File: src/rtl/rotate_fb_sched.sv
// Triple-buffer scheduler for the rotation frame store.
// Each frame it decides which buffer the writer fills and which buffer the reader scans.
// The third buffer (spare) holds the newest completed frame that nobody has read yet.
//
// Interface contract: there is no valid/ready handshake here. The only events are
// rising edges of wr_vblank (a write frame is complete) and rd_vblank (the reader
// swap point). A vblank held high gives exactly one event. wr_start and rd_start
// are one-cycle strobes that come out in the same cycle as the index update they
// announce. 3*BUFSIZE must fit in AW bits.
module rotate_fb_sched #(
  parameter int unsigned BUFSIZE = 76800,
  parameter int unsigned AW      = 18
) (
  input  logic          clk,
  input  logic          reset_n,
  input  logic          wr_vblank,
  input  logic          rd_vblank,
  input  logic          freeze,
  output logic [1:0]    wr_buf,
  output logic [1:0]    rd_buf,
  output logic [AW-1:0] wr_base,
  output logic [AW-1:0] rd_base,
  output logic          wr_start,
  output logic          rd_start,
  output logic [7:0]    drop_cnt,
  output logic [7:0]    rep_cnt,
  // debug view of the internal rotation state
  output logic [1:0]    spare_buf,
  output logic          pend
);

  localparam logic [AW-1:0] BASE1 = AW'(BUFSIZE);
  localparam logic [AW-1:0] BASE2 = AW'(2 * BUFSIZE);

  // Buffer index to base address, truncated to AW bits.
  function automatic logic [AW-1:0] base_of(input logic [1:0] idx);
    logic [AW-1:0] b;
    case (idx)
      2'd1:    b = BASE1;
      2'd2:    b = BASE2;
      default: b = '0;
    endcase
    return b;
  endfunction

  logic          wr_vblank_q, rd_vblank_q;
  logic [1:0]    wr_q, wr_d, rd_q, rd_d, spare_q, spare_d;
  logic          pend_q, pend_d;
  logic [AW-1:0] wr_base_q, wr_base_d, rd_base_q, rd_base_d;
  logic          wr_start_q, wr_start_d, rd_start_q, rd_start_d;
  logic [7:0]    drop_q, drop_d, rep_q, rep_d;
  logic          wr_end, rd_swap, publish;

  assign wr_end  = wr_vblank & ~wr_vblank_q;
  assign rd_swap = rd_vblank & ~rd_vblank_q;
  // a completed write frame only becomes visible to the reader when not frozen
  assign publish = wr_end & ~freeze;

  // Next-state rotation of the three buffer indices, strobes and counters.
  always_comb begin
    wr_d       = wr_q;
    rd_d       = rd_q;
    spare_d    = spare_q;
    pend_d     = pend_q;
    drop_d     = drop_q;
    rep_d      = rep_q;
    wr_start_d = wr_end;
    rd_start_d = rd_swap;
    if (publish && rd_swap) begin
      // the frame just finished goes straight to the reader
      rd_d    = wr_q;
      wr_d    = spare_q;
      spare_d = rd_q;
      pend_d  = 1'b0;
      if (pend_q && drop_q != 8'hFF) drop_d = drop_q + 8'd1;
    end else if (publish) begin
      spare_d = wr_q;
      wr_d    = spare_q;
      pend_d  = 1'b1;
      if (pend_q && drop_q != 8'hFF) drop_d = drop_q + 8'd1;
    end else if (rd_swap) begin
      if (pend_q) begin
        rd_d    = spare_q;
        spare_d = rd_q;
        pend_d  = 1'b0;
      end else if (rep_q != 8'hFF) begin
        rep_d = rep_q + 8'd1;
      end
    end
    // bases follow the next indices so they agree with them every cycle
    wr_base_d = base_of(wr_d);
    rd_base_d = base_of(rd_d);
  end

  // State registers; vblank history resets high so a high level at release is not an edge.
  always_ff @(posedge clk or negedge reset_n) begin
    if (!reset_n) begin
      wr_vblank_q <= 1'b1;
      rd_vblank_q <= 1'b1;
      wr_q        <= 2'd0;
      rd_q        <= 2'd1;
      spare_q     <= 2'd2;
      pend_q      <= 1'b0;
      wr_base_q   <= '0;
      rd_base_q   <= BASE1;
      wr_start_q  <= 1'b0;
      rd_start_q  <= 1'b0;
      drop_q      <= 8'd0;
      rep_q       <= 8'd0;
    end else begin
      wr_vblank_q <= wr_vblank;
      rd_vblank_q <= rd_vblank;
      wr_q        <= wr_d;
      rd_q        <= rd_d;
      spare_q     <= spare_d;
      pend_q      <= pend_d;
      wr_base_q   <= wr_base_d;
      rd_base_q   <= rd_base_d;
      wr_start_q  <= wr_start_d;
      rd_start_q  <= rd_start_d;
      drop_q      <= drop_d;
      rep_q       <= rep_d;
    end
  end

  assign wr_buf    = wr_q;
  assign rd_buf    = rd_q;
  assign spare_buf = spare_q;
  assign pend      = pend_q;
  assign wr_base   = wr_base_q;
  assign rd_base   = rd_base_q;
  assign wr_start  = wr_start_q;
  assign rd_start  = rd_start_q;
  assign drop_cnt  = drop_q;
  assign rep_cnt   = rep_q;

endmodule

File: config.mk
export PLATFORM = sky130hd
export DESIGN_NAME = rotate_fb_sched
export DESIGN_NICKNAME = d
export VERILOG_FILES = /design/src/rtl/rotate_fb_sched.sv
export SDC_FILE = /design/constraint.sdc
export NUM_CORES = 1
export LEC_CHECK = 0
export CORE_ASPECT_RATIO = 0.9
export CORE_MARGIN = 10
export CORE_UTILIZATION = 47
export CTS_CLUSTER_SIZE = 30
export DETAILED_ROUTE_END_ITERATION = 10
export PLACE_DENSITY = 0.95
export SLEW_MARGIN = 10
export SYNTH_ARGS = -nofsm -noshare
export SYNTH_HDL_FRONTEND = slang
export SYNTH_SLANG_ARGS = --single-unit
export TNS_END_PERCENT = 50
File: constraint.sdc
create_clock -name clk -period 3.1 [get_ports clk]
set_input_delay 0.31 -clock clk [delete_from_list [all_inputs] [get_ports clk]]
set_output_delay 0.31 -clock clk [all_outputs]
set_load 0.01 [all_outputs]
==> results.yml <==
placement:
  dp_worst_setup_slack_ns: 0.835
  portBuffers: 43
  gp_congestion: 0.794
  hpwl_um: 2880
timing:
  relSlewSlack: 0.640
  hold_violations: 0
  drv_slew: 0
  rsz0062_at_grt: "false"
  clock.fmax_ghz: 0.510
  final.setup.worst_slack_ns: 1.14
  tightest_slew_ns: 0.540
  min_period_over_period: 0.633
  finalSetupViolations: 0
  tns_ns: 0
  skew_ns: 0.00582
  period_needed_ns: 1.96
grt:
  use_met2: 0.188
  grt_pass1_vias: 1295
  busiest_layer: "met2"
  grt_overflow: 0
  grtUsageMet3: 0.0616
  grt_util_all_layers: 0.113
  grt_first_pass_wirelength_um: 6090
  grt_max_degree: 34
  antenna_found_initial: 0
  use_met1: 0.112
pwr:
  intPower_uw: 1260
  swShare: 0.311
  p_sw_uw: 569
  p_leak_uw: 0.00102
  power.density_mw_per_mm2: 833
  comb_power_share: 0.354
  pwr-share-clk: 0.262
  peakVddDrop_mv: 0.391
  power_frac_seq: 0.384
worst_setup_path:
  critPathArrivalTime_ns: 2.19
  cpLargestDelayFamily: "buffers and inverters"
  crit_type: "input port to register"
  end_kind: "register"
  critPathMaxFanout: 14
  critPathMaxStageDelay_ns: 0.53
  startpoint: "wr_vblank"
  r2r-start: "wr_vblank_q"
  cp_num_buf_inv: 2
  crit_required_ns: 3.33
  crit_chain: "clkdlybuf4s50_1, nor3b_4, o21a_1, nor2_1, a21oi_1, ha_1, inv_1"
  slowest_stage: "clkdlybuf4s50_1"
  start_kind: "input port"
cells_and_area:
  fin_nets: 215
  drive_above_1_share: 0.117
  n_antenna_cell: 0
  area_delta_synth_final_pct: 26.8
synthesis:
  syn_area_per_cell_um2: 10.4
  synth_ff_type: "dfrtp_1"
  netlist_area_mm2: 0.00173
  synth_edf_count: 0
  synth-async-reset-ratio: 1.00
  synth_cell_types: 39
  yosysSeqAreaShare: 0.481
  ys_seq_elements: 33
  synth_warnings: 0
  synth_cells: 166
routing:
  drc_errors: 0
  routed_wl_um: 3700
  drtPass1Iterations: 4
  viasPerCell: 5.02
  dr_total_vias: 1256
  drt_iter0_drc: 64
  wire_per_inst_um: 14.8
  ant_nets: 0
die:
  initial_utilization: 0.502
  rows: 20
  core_mm2: 0.00345
  ios: 66
  die_w_um: 84.0
  die_h_um: 77.6
  die_area_mm2: 0.00652
clock_network:
  clockRootBuffer: "clkbuf_8"
  cts_buffer_depth: 2
  cts-buffers-inserted: 5
  cts_hold_buffers: 0
  insertion_delay_ns: 0.29
  cts_tree: "done"
  post_cts_resized: 0
  cts.sinks: 33
  clk_pin_slew_ns: 0.07
  cts-htree-levels: 2
  cts_setup_buffers: 0
min_path:
  hold_class: "input port to asynchronous set/reset pin"
job:
  max-cap-violations: 0
run_status:
  status: "finished, final reports clean"
==> power groups by stage <==
| stage | sequential, uW | combinational, uW | clock, uW |
|---|---|---|---|
| 6_report | 704 | 648 | 479 |
| 5_1_grt | 731 | 712 | 504 |
| 4_1_cts | 706 | 662 | 488 |
| 3_5_place_dp | 714 | 658 | 0 |
| 3_3_place_gp | 705 | 643 | 0 |
| 2_1_floorplan | 745 | 288 | 0 |
==> kinds of logic (layout without fill, tap and decap cells) <==
logic type | Yosys count | after routing | synth area share
AO/OA/AOI/OAI | 17 | 17 | 0.0628
other | 1 | 22 | 0.00216
buffers and inverters | 39 | 58 | 0.152
adder cells (fa/ha/maj) | 5 | 5 | 0.0361
multiplexers | 7 | 7 | 0.0433
XOR/XNOR | 6 | 6 | 0.0303
AND/OR/NAND/NOR | 58 | 58 | 0.192
flip-flops | 33 | 33 | 0.481
==> cells in the final DEF (no fill, tap or decap), types with 3 or more instances in the layout <==
cell             instances
dfrtp_1                 27
clkdlybuf4s50_1         43
clkbuf_8                 5
mux2i_1                  3
nand3_1                  8
nor2_1                  10
inv_1                    5
dfstp_2                  6
xnor2_1                  3
conb_1                  22
mux2_2                   3
nand2_1                 16
xor2_1                   3
and3_1                   5
nor2b_1                  3
a21oi_1                  6
ha_1                     5
==> cell type report <==
| type | count | area (um^2) |
|---|---|---|
| Fill cell | 294 | 1260 |
| Sequential cell | 33 | 833 |
| Multi-Input combinational cell | 115 | 714 |
| Timing Repair Buffer | 44 | 438 |
| Clock buffer | 5 | 68.8 |
| Clock inverter | 3 | 65.1 |
| Tap cell | 44 | 55.1 |
| Inverter | 6 | 22.5 |
==> worst reg2reg max path, delay by kind of cell (launching register included) <==
family,cells,cell delay (ns)
simple gates,2,0.57
compound gates,2,0.44
flops,1,0.39
fa+ha+maj,1,0.26
buf+inv,1,0.06
==> synthesized netlist by cell type (2+ instances only) <==
library cell  count  area [um^2]
buf_4            31          233
dfrtp_1          27          676
nand2_1          16         60.1
nor2_1           10         37.5
nand3_1           8         40.0
a21oi_1           6         30.0
dfstp_2           6          158
and3_1            5         31.3
ha_1              5         62.6
inv_1             5         18.8
mux2_2            3         33.8
mux2i_1           3         30.0
nor2b_1           3         18.8
xnor2_1           3         26.3
xor2_1            3         26.3
a21o_1            2         15.0
a22oi_1           2         15.0
a31oi_1           2         12.5
and4_1            2         17.5
nand3b_1          2         15.0
nand4_1           2         12.5
o21a_1            2         15.0
o22ai_1           2         12.5
==> metal layers <==
layer	wire (um)	vias to the layer above	part of all wire
met4	51	0	0.014
li1	-	588	-
met2	1820	42	0.49
met1	1420	620	0.38
met5	0	-	0
met3	399	6	0.11
==> flip-flops by register name, summed over array words and instances, names as in the netlist <==
signal,cells
rd_buf,2
wr_vblank_q,1
rep_cnt,8
drop_cnt,8
wr_base,3
pend,1
rd_start,1
wr_start,1
spare_buf,2
rd_base,3
rd_vblank_q,1
wr_buf,2
==> stage by stage <==
| step | util | cells | total power, uW | area (um^2) | hold slack (ns) |
|---|---|---|---|---|---|
| after CTS | 0.636 | 250 | 1860 | 2200 | 0.432 |
| final | 0.636 | 250 | 1830 | 2200 | 0.420 |
| after global placement | 0.597 | 242 | 1350 | 2060 | 0.501 |
| after global routing | 0.636 | 250 | 1950 | 2200 | 0.466 |
| after detailed placement | 0.597 | 242 | 1370 | 2060 | 0.495 |
| after floorplan | - | 187 | 1030 | 1810 | 0.0144 |
==> final timing paths <==
check	endpoint	slack, ns	depth (start not counted)
max in group asynchronous	rd_buf[0]	2.35	2
min in group clk	spare_buf[0]	0.50	2
setup reg to reg	rd_base[11]	1.32	6
hold reg to reg	spare_buf[0]	0.50	2
setup / recovery	rd_base[11]	1.14	7
hold / removal	rep_cnt[4]	0.42	2
No activity file was read; power rests on OpenSTA's default activity.
